<file path="src/rtl/shift_sequencer.sv">
// Purpose : multi-cycle barrel shifter that shifts a 32-bit operand by up to STEP_MAX bits per cycle.
// Latency : max(1, ceil(shamt/STEP_MAX)) SHIFT cycles plus one DONE cycle after start is sampled.
// Backpr. : none; start is sampled only in IDLE and dropped while busy, flush aborts to IDLE.
//
// Ports:
//   clk    - clock, rising edge
//   rst    - asynchronous active-low reset
//   start  - request strobe, accepted only in IDLE
//   flush  - synchronous abort, wins over start
//   a      - 32-bit operand, latched on accept
//   shamt  - shift amount 0..31, latched on accept
//   dir    - 0 = left, 1 = right, latched on accept
//   shtype - right-shift fill: 0 = logical, 1 = arithmetic (named shtype: "type" is a reserved word)
//   busy   - high in SHIFT and DONE
//   done   - one-cycle pulse in DONE
//   out    - result register, updated only on entry to DONE
//
// Build option: define SHIFT_SEQ_ZERO_BYPASS_EN to send shamt=0 requests
// straight from IDLE to DONE instead of spending one zero-step SHIFT cycle.

module shift_sequencer #(
  parameter int STEP_MAX = 4
) (
  input  logic        clk,
  input  logic        rst,
  input  logic        start,
  input  logic        flush,
  input  logic [31:0] a,
  input  logic [4:0]  shamt,
  input  logic        dir,
  input  logic        shtype,
  output logic        busy,
  output logic        done,
  output logic [31:0] out
);

  localparam logic [1:0] IDLE  = 2'd0;
  localparam logic [1:0] SHIFT = 2'd1;
  localparam logic [1:0] DONE  = 2'd2;

  localparam logic [4:0] STEP_LIM = 5'(STEP_MAX);

  logic [1:0]  state;
  logic [31:0] acc;
  logic [4:0]  rem;
  logic        cfg_dir;
  logic        cfg_type;
  logic        sign;

  logic [4:0]  step;
  logic [4:0]  rem_next;
  logic [31:0] fill_mask;
  logic [31:0] acc_shifted;

  // Per-cycle step is the smaller of what is left and the per-cycle limit.
  always_comb begin
    step      = (rem < STEP_LIM) ? rem : STEP_LIM;
    rem_next  = rem - step;
    // Bits vacated at the top by a right shift of 'step'.
    fill_mask = ~(32'hFFFF_FFFF >> step);
    if (cfg_dir) begin
      acc_shifted = acc >> step;
      if (cfg_type && sign) begin
        acc_shifted = acc_shifted | fill_mask;
      end
    end else begin
      acc_shifted = acc << step;
    end
  end

  assign busy = (state == SHIFT) || (state == DONE);
  assign done = (state == DONE);

  always_ff @(posedge clk or negedge rst) begin
    if (!rst) begin
      state    <= IDLE;
      acc      <= '0;
      rem      <= '0;
      cfg_dir  <= 1'b0;
      cfg_type <= 1'b0;
      sign     <= 1'b0;
      out      <= '0;
    end else if (flush) begin
      state <= IDLE;
    end else begin
      case (state)
        IDLE: begin
          if (start) begin
            acc      <= a;
            rem      <= shamt;
            cfg_dir  <= dir;
            cfg_type <= shtype;
            sign     <= a[31];
`ifdef SHIFT_SEQ_ZERO_BYPASS_EN
            if (shamt == 5'd0) begin
              state <= DONE;
              out   <= a;
            end else begin
              state <= SHIFT;
            end
`else
            state <= SHIFT;
`endif
          end
        end
        SHIFT: begin
          acc <= acc_shifted;
          rem <= rem_next;
          // out takes the final accumulator value on the DONE entry edge.
          if (rem_next == 5'd0) begin
            state <= DONE;
            out   <= acc_shifted;
          end
        end
        DONE: begin
          state <= IDLE;
        end
        default: begin
          state <= IDLE;
        end
      endcase
    end
  end

endmodule

</file>
<file path="config.mk">
export PLATFORM = sky130hd
export DESIGN_NAME = shift_sequencer
export DESIGN_NICKNAME = d
export VERILOG_FILES = /design/src/rtl/shift_sequencer.sv
export SDC_FILE = /design/constraint.sdc
export NUM_CORES = 1
export LEC_CHECK = 0
export CORE_UTILIZATION = 23
export DETAILED_ROUTE_END_ITERATION = 8
export PLACE_DENSITY = 0.5
export SETUP_SLACK_MARGIN = 0.4
export SLEW_MARGIN = 10
export SYNTH_ARGS = -nofsm -noshare
export SYNTH_HDL_FRONTEND = slang
export SYNTH_SLANG_ARGS = --single-unit
</file>
<file path="constraint.sdc">
create_clock -name clk -period 8.6 [get_ports clk]
set_input_delay 1.72 -clock clk [delete_from_list [all_inputs] [get_ports clk]]
set_output_delay 1.72 -clock clk [all_outputs]
set_load 0.01 [all_outputs]
</file>
==> results.json, run 1 <==
{
  "avgRoutedWirePerCell_um": 19.5,
  "initial_core_util_pct": 23.4,
  "synth_top_cell_by_area": "dfrtp_1",
  "relSlewSlack_pct": 25.8,
  "fin_skew_ns": 0.00628,
  "ys_seq_elements": 74,
  "postSynthCellCount": 725,
  "fin_crit_sh_pct": 39.4,
  "cts.clk_slew.worst_paths_ns": 0.06,
  "overflow": 0,
  "drive_above_1_share_pct": 7.85,
  "fp.dieArea_um2": 25400,
  "p_leak_nw": 2.74,
  "synth_cell_type_count": 63,
  "setup_violations": 0,
  "cts_tree": "yes",
  "cap_violations": 0,
  "antenna_found_initial": 0,
  "worstSetupStartpointType": "input pin",
  "slew_violations": 0,
  "final_antenna_net_count": 0,
  "cts_buffer_depth": 2,
  "synth_warnings": 0,
  "ys.flop_type": "dfrtp_1",
  "diodes": 0,
  "worstPathCellList": "clkdlybuf4s50_1 > or3_2 > mux2_2",
  "final_common_cell": "nand2_1",
  "cts_buffers": 9,
  "dpl.hpwl_mm": 13.7,
  "synth.avg_cell_area_um2": 7.86,
  "drtIter0Drc": 530,
  "end_kind": "flop",
  "final_cell_mix": "nand2_1 (91), o21ai_0 (85), clkdlybuf4s50_1 (75)",
  "ys_seq_area_share_pct": 32.5,
  "insertion_delay_ns": 0.35,
  "die_w_um": 159,
  "drc": 0,
  "postCtsSetupBuffers": 0,
  "synth_top_area_share_pct": 32.5,
  "rows": 57,
  "core_area_um2": 24300,
  "cp.arrival_ns": 3.62,
  "gp_congestion": 0.841,
  "cts-root-buf": "clkbuf_16",
  "required_ns": 8.83,
  "portBuffers": 76,
  "areaGrowthSynthToFinish_pct": 21.9,
  "fin_tns_setup_ns": 0,
  "holdBufCountCts": 0,
  "powerDensity_nw_per_um2": 412,
  "grtUsageTotal_pct": 16.5,
  "hp-class": "reg2reg",
  "max_stage_delay_ns": 0.92,
  "synthArstFlopShare_pct": 100,
  "critPathKind": "in2reg",
  "status": "finished clean",
  "crit_slowest_cell": "or3_2",
  "cp_max_fo": 57,
  "htreeDepth": 3,
  "layout.nets": 783,
  "drt-total-wl_mm": 20.7,
  "fin_crit_ns": 3.39,
  "cts_resized": 0,
  "die_y_um": 159,
  "synth_edf_count": 0,
  "grt_pass1_vias": 5494,
  "max_freq_ghz": 0.295,
  "io_pins": 77,
  "firstDrtPassIters": 6,
  "syn_area_um2": 5700,
  "grt_first_pass_wirelength_mm": 33.1,
  "vias": 5652,
  "avgViaCountPerCell": 5.32,
  "peakVddDrop_v": 0.000127,
  "rsz0062_at_grt": "false",
  "syn_nets": 773,
  "tightest_slew_ns": 1.11,
  "grt_max_degree": 58,
  "hold_viol": 0,
  "cts_num_sinks": 74,
  "netlist_top_cells_area": "dfrtp_1 (32%), o21ai_0 (7.5%), mux2i_1 (6.1%), nand2_1 (6.0%), a21oi_1 (6.0%)",
  "power_mw": 2.86
}
## logic make-up after synthesis
logic type / after synthesis / synth area share [%]
buffers and inverters: 100 / 7.03
other: 2 / 0.132
and+or+nand+nor: 223 / 18.2
AOI/OAI and AO/OA: 265 / 29.4
DFF: 74 / 32.5
muxes: 56 / 11.7
adders and majority gates: 5 / 1.10
## synthesized netlist by cell type (7+ instances only)
library cell	count
o221ai_1	9
or3_1	8
nand2_1	91
o21ai_0	85
dfrtp_1	74
nor2_1	52
mux2i_1	35
mux4_2	7
buf_1	10
a21oi_1	68
nand3_1	16
o22ai_1	7
a211oi_1	16
and3_1	17
a221oi_1	13
mux2_2	14
clkbuf_1	63
buf_2	13
inv_1	9
a21o_1	7
nor3_1	17
## report_power, final
| part | internal, mW | switching [mW] |
|---|---|---|
| Sequential | 0.506 | 0.299 |
| Combinational | 0.671 | 0.943 |
| Clock | 0.282 | 0.158 |
## registers in the layout, summed over array words and instances (netlist names)
signal    flops
state         2
acc          32
rem           5
out          32
cfg_type      1
sign          1
cfg_dir       1
## stage by stage
step / setup WS [ns] / utilization, % / area, µm² / instances / hold slack (ns)
after floorplan: 5.58 / - / 5700 / 725 / 0.501
after global placement: 4.88 / 27.2 / 6610 / 1048 / 0.466
after detailed placement: 4.87 / 27.2 / 6610 / 1048 / 0.469
after CTS: 5.23 / 28.6 / 6950 / 1063 / 0.483
after global routing: 5.01 / 28.6 / 6950 / 1063 / 0.520
final: 5.21 / 28.6 / 6950 / 1063 / 0.480
## worst max-delay path: cells and delay by family
kind,cells,cell delay (ns)
simple gates,1,0.92
buf+inv,1,0.49
mux,1,0.43
## routing by layer
layer / global-route usage, % / up-vias / wire length [µm]
met4: 4.76 / 0 / 420
met3: 2.32 / 26 / 1020
met5: 0 / - / 0
met1: 22.0 / 2749 / 9150
met2: 27.8 / 198 / 10100
li1: - / 2679 / -
## cell type report
cell class | instances | area, µm²
sequential | 74 | 1850
fill | 2602 | 17400
clock inverter | 5 | 104
inverter | 11 | 41.3
multi-input combinational | 551 | 3470
clock buffer | 10 | 229
tap | 324 | 405
timing repair buffer | 88 | 848
## worst paths after layout
path | start | end | slack (ns) | cells after the start
max in group asynchronous | rst | acc[2] | 6.34 | 2
min | out[0] | out[0] | 0.48 | 2
min in group asynchronous | rst | acc[21] | 1.25 | 1
max | flush | out[5] | 5.21 | 3
max reg2reg | rem[0] | out[4] | 5.22 | 7
min reg2reg | out[0] | out[0] | 0.48 | 2
No activity file was read; power rests on OpenSTA's default activity.
==> inputs of run 2 (changes only) <==
Clock period 8.6 ns to 3.3 ns, I/O delays scaled along.
==> run 2 against run 1 <==
Net effect:
- clock skew is 0.0021 ns higher
- worst setup slack worse by 4.7 ns
- clock power rose by 130%
- combinational power grew to 2.7 times the previous value
- die area stayed put
- via count is 2.9% higher
- global-route usage is 0.31 points higher
- critical endpoint is now out[22]
==> results.json, run 2 (same netlist as run 1, synthesis figures left out) <==
{
  "io_pins": 77,
  "core_area_um2": 24300,
  "tightest_slew_ns": 0.896,
  "htreeDepth": 3,
  "grt_pass1_vias": 5512,
  "fin_tns_setup_ns": 0,
  "antenna_found_initial": 0,
  "die_w_um": 159,
  "initial_core_util_pct": 23.4,
  "grt_max_degree": 52,
  "rows": 57,
  "areaGrowthSynthToFinish_pct": 24.2,
  "r2r_end": "out[22]",
  "gp_congestion": 0.847,
  "p_leak_nw": 2.81,
  "slew_violations": 0,
  "diodes": 0,
  "hp-class": "in2async",
  "final_util_pct": 29.1,
  "status": "finished clean",
  "worstSetupStartpointType": "flop",
  "sequentialPowerShare_pct": 27.6,
  "avgViaCountPerCell": 5.40,
  "required_ns": 3.53,
  "drtIter0Drc": 573,
  "r2r_slack_ns": 0.50,
  "cp_max_fo": 20,
  "p_sw_mw": 3.68,
  "drive_above_1_share_pct": 9.83,
  "max_stage_delay_ns": 0.75,
  "hold_viol": 0,
  "path_buf_inv": 1,
  "layout.nets": 797,
  "vias": 5815,
  "rsz0062_at_grt": "true",
  "power.internal_mw": 3.82,
  "cts_buffers": 9,
  "cp.arrival_ns": 3.03,
  "portBuffers": 76,
  "fin_crit_sh_pct": 84.9,
  "fill_cells": 2619,
  "relSlewSlack_pct": 40.3,
  "crit_slowest_cell": "or4b_1",
  "cap_violations": 0,
  "max_freq_ghz": 0.357,
  "cts_tree": "yes",
  "grt_first_pass_wirelength_mm": 33.5,
  "cp-endpoint": "out[22]",
  "fin_skew_ns": 0.00838,
  "powerDensity_nw_per_um2": 1060,
  "firstDrtPassIters": 5,
  "peakVddDrop_v": 0.000367,
  "cts_num_sinks": 74,
  "comb_power_share_pct": 58.7,
  "cts_buffer_depth": 2,
  "drt-total-wl_mm": 21.0,
  "rr_worst_depth": 6,
  "insertion_delay_ns": 0.35,
  "grtUsageTotal_pct": 16.8,
  "final_common_cell": "nand2_1",
  "crit_path_start": "rem[2]",
  "setup_violations": 0,
  "cts.clk_slew.worst_paths_ns": 0.06,
  "dpl.hpwl_mm": 14.6,
  "crit_cells": 6,
  "cts-root-buf": "clkbuf_16",
  "final_cell_mix": "nand2_1 (91), o21ai_0 (85), clkdlybuf4s50_1 (75)",
  "reg_top3": "acc: 32 flops, out: 32 flops, rem: 5 flops",
  "worstPathCellList": "or4b_1 > buf_4 > a211oi_1 > a31oi_1 > mux4_2 > mux2_2",
  "rr_startpoint": "rem[2]",
  "fin_crit_ns": 2.80,
  "postCtsSetupBuffers": 0,
  "overflow": 0,
  "pwr-share-clk_pct": 13.7,
  "die_y_um": 159,
  "power_mw": 7.50,
  "fp.dieArea_um2": 25400,
  "end_kind": "flop",
  "cpLargestDelayFamily": "simple AND/OR/NAND/NOR gates",
  "critPathKind": "reg2reg",
  "swShare_pct": 49.1,
  "final_antenna_net_count": 0,
  "avgRoutedWirePerCell_um": 19.5,
  "drc": 0
}
-- run 2: changes by cell type in the layout (fill, tap and decap cells not counted) --
| cell | delta |
|---|---|
| or3_4 | +1 |
| clkbuf_8 | +2 |
| clkbuf_1 | -1 |
| bufinv_16 | -2 |
| clkinvlp_4 | +1 |
| buf_12 | +4 |
| mux2i_1 | -1 |
| buf_4 | +10 |
| or3_2 | -1 |
| mux2i_2 | +1 |
-- run 2: metal layers --
layer | global-route usage, % | share of wire [%] | up-vias
met5 | 0 | 0 | -
met2 | 27.5 | 48 | 218
li1 | - | - | 2722
met4 | 4.33 | 1.6 | 0
met3 | 3.49 | 6.4 | 27
met1 | 22.5 | 44 | 2848
-- run 2: layout make-up --
class | instances | area [µm²] | area share, %
Clock buffer | 11 | 253 | 3.57
Clock inverter | 4 | 51.3 | 0.725
Inverter | 11 | 41.3 | 0.583
Multi-Input combinational cell | 551 | 3470 | 49.1
Sequential cell | 74 | 1850 | 26.2
Tap cell | 324 | 405 | 5.73
Timing Repair Buffer | 102 | 1000 | 14.2
-- run 2: worst register-to-register path, stage by stage, from the launching register on --
cell      delay (ns)
dfrtp_1         0.56
or4b_1          0.75
buf_4           0.29
a211oi_1        0.28
a31oi_1         0.06
mux4_2          0.48
mux2_2          0.27
-- run 2: stage by stage --
step	cell area [µm²]	hold WS, ns	worst slack, ns	std cells
after global routing	7080	0.311	0.399	1077
after floorplan	5710	0.364	0.414	725
after global placement	6770	0.464	0.520	1062
after detailed placement	6770	0.470	0.497	1062
final	7080	0.276	0.498	1077
after CTS	7070	0.298	0.499	1077
-- run 2: repair_timing --
action / CTS / global route
hold buffers: 0 / 0
endpoints found under the setup margin: 0 / 29
resized for setup: 0 / 2
-- run 2: worst min path at each step --
stage	to	cells past startpoint
after global placement	out[7]	2
final	rem[4]	1
after floorplan	acc[0]	0
after CTS	rem[4]	1
after detailed placement	out[7]	2
after global routing	rem[1]	1
-- run 2: power by group through the flow --
stage / Combinational [mW] / Clock, mW / Sequential, mW
finish: 4.40 / 1.03 / 2.07
global route: 4.83 / 1.09 / 2.14
CTS: 4.38 / 1.06 / 2.05
detailed placement: 4.37 / 0 / 2.07
global placement: 4.36 / 0 / 2.07
floorplan: 3.12 / 0 / 1.64
==> inputs of run 3 (changes only) <==
Settings changed: PLACE_DENSITY 0.5 to 0.51.
Clock period 3.3 ns to 2.55 ns, I/O delays scaled along.
==> run 3 against run 2 <==
Net effect:
- sequential share of layout area fell by 4.8 points
- clock skew rose by 0.00072 ns
- worst setup slack got worse by 0.38 ns
- combinational power rose by 83%
- die area did not move
- register-to-register slack got worse by 0.38 ns
- via count rose by 10%
- critical path type unchanged
- highest routed layer unchanged
==> results.json, run 3 (same netlist as run 1, synthesis figures left out) <==
{
  "overflow": 0,
  "fin_tns_setup_ns": 0,
  "layout.nets": 882,
  "crit_slowest_cell": "or4b_4",
  "peakVddDrop_v": 0.000489,
  "grt_max_degree": 51,
  "rsz0062_at_grt": "true",
  "htreeDepth": 3,
  "crit_path_start": "rem[4]",
  "fin_skew_ns": 0.00910,
  "hp-class": "in2async",
  "core_area_um2": 24300,
  "drt-total-wl_mm": 24.0,
  "required_ns": 2.79,
  "final_antenna_net_count": 0,
  "cts.clk_slew.worst_paths_ns": 0.06,
  "insertion_delay_ns": 0.36,
  "cts_buffer_depth": 2,
  "slew_violations": 0,
  "final_cell_mix": "buf_4 (75), clkdlybuf4s50_1 (74), dfrtp_1 (71)",
  "fp.dieArea_um2": 25400,
  "avgViaCountPerCell": 5.51,
  "portBuffers": 76,
  "r2r_end": "out[4]",
  "vias": 6408,
  "status": "finished clean",
  "cap_violations": 0,
  "path_buf_inv": 1,
  "die_w_um": 159,
  "worstSetupStartpointType": "flop",
  "powerDensity_nw_per_um2": 1400,
  "areaGrowthSynthToFinish_pct": 52.4,
  "power_mw": 12.2,
  "grt_pass1_vias": 6184,
  "rows": 57,
  "io_pins": 77,
  "drc": 0,
  "holdBufCountCts": 0,
  "worstPathCellList": "or4b_4 > buf_8 > mux4_2 > and2_4 > o32a_1 > mux2_2",
  "cts-root-buf": "clkbuf_16",
  "gp_congestion": 0.865,
  "cp-endpoint": "out[4]",
  "fin_crit_ns": 2.44,
  "firstDrtPassIters": 7,
  "dpl.hpwl_mm": 15.8,
  "relSlewSlack_pct": 56.8,
  "tightest_slew_ns": 0.647,
  "reg_top3": "acc: 32 flops, out: 32 flops, rem: 5 flops",
  "cts_num_sinks": 74,
  "die_y_um": 159,
  "hold_viol": 0,
  "cp_max_fo": 6,
  "end_kind": "flop",
  "avgRoutedWirePerCell_um": 20.6,
  "antenna_found_initial": 0,
  "fin_crit_sh_pct": 95.6,
  "rr_startpoint": "rem[4]",
  "rr_worst_depth": 6,
  "final_common_cell": "buf_4",
  "drive_above_1_share_pct": 30.9,
  "grt_first_pass_wirelength_mm": 37.1,
  "initial_core_util_pct": 23.4,
  "cts_tree": "yes",
  "r2r_slack_ns": 0.11,
  "p_leak_nw": 3.45,
  "max_stage_delay_ns": 0.57,
  "setup_violations": 0,
  "cpLargestDelayFamily": "simple AND/OR/NAND/NOR gates",
  "crit_cells": 6,
  "cts_buffers": 9,
  "cp.arrival_ns": 2.68,
  "drtIter0Drc": 693,
  "max_freq_ghz": 0.410,
  "diodes": 0,
  "grtUsageTotal_pct": 18.8,
  "critPathKind": "reg2reg"
}
run 3: report_power, final:
group / total [mW] / switching (mW) / internal, mW
sequential: 2.80 / 1.09 / 1.71
clock: 1.35 / 0.577 / 0.775
combinational: 8.04 / 4.18 / 3.86
run 3: stage by stage:
step | utilization, % | setup slack (ns) | cell area (µm²) | hold WS [ns] | std cells
finish | 35.7 | 0.113 | 8690 | 0.115 | 1163
global route | 35.7 | 0.0607 | 8690 | 0.153 | 1163
CTS | 33.7 | 0.145 | 8190 | 0.129 | 1149
detailed placement | 29.3 | 0.0296 | 7130 | 0.470 | 1102
global placement | 29.3 | 0.0644 | 7130 | 0.465 | 1102
floorplan | - | 0.272 | 5830 | 0.214 | 725
run 3: how the worst min path moves through the flow:
stage	end	slack [ns]
6_report	out[4]	0.11
2_1_floorplan	acc[0]	0.21
3_3_place_gp	out[1]	0.47
4_1_cts	acc[5]	0.13
3_5_place_dp	out[30]	0.47
5_1_grt	acc[5]	0.15
run 3: area by class of cell:
class	count	area (µm²)
fill	2496	15600
inverter	11	41.3
tap	324	405
multi-input combinational	551	4090
sequential	74	1860
clock buffer	9	225
clock inverter	7	82.6
timing repair buffer	187	1990
run 3: per-layer routing:
| metal | track usage [%] | up-vias | share of wire (%) |
|---|---|---|---|
| li1 | - | 2896 | - |
| met1 | 24.5 | 3188 | 43 |
| met2 | 30.9 | 272 | 48 |
| met3 | 3.54 | 52 | 6.0 |
| met4 | 6.91 | 0 | 2.6 |
| met5 | 0 | - | 0 |
run 3: repair_timing:
action	4_1_cts	5_1_grt
gates resized for setup	103	97
setup endpoints to repair	64	65
gates cloned	8	1
buffers inserted	23	13
pin swaps	38	33
hold endpoints to repair	0	0
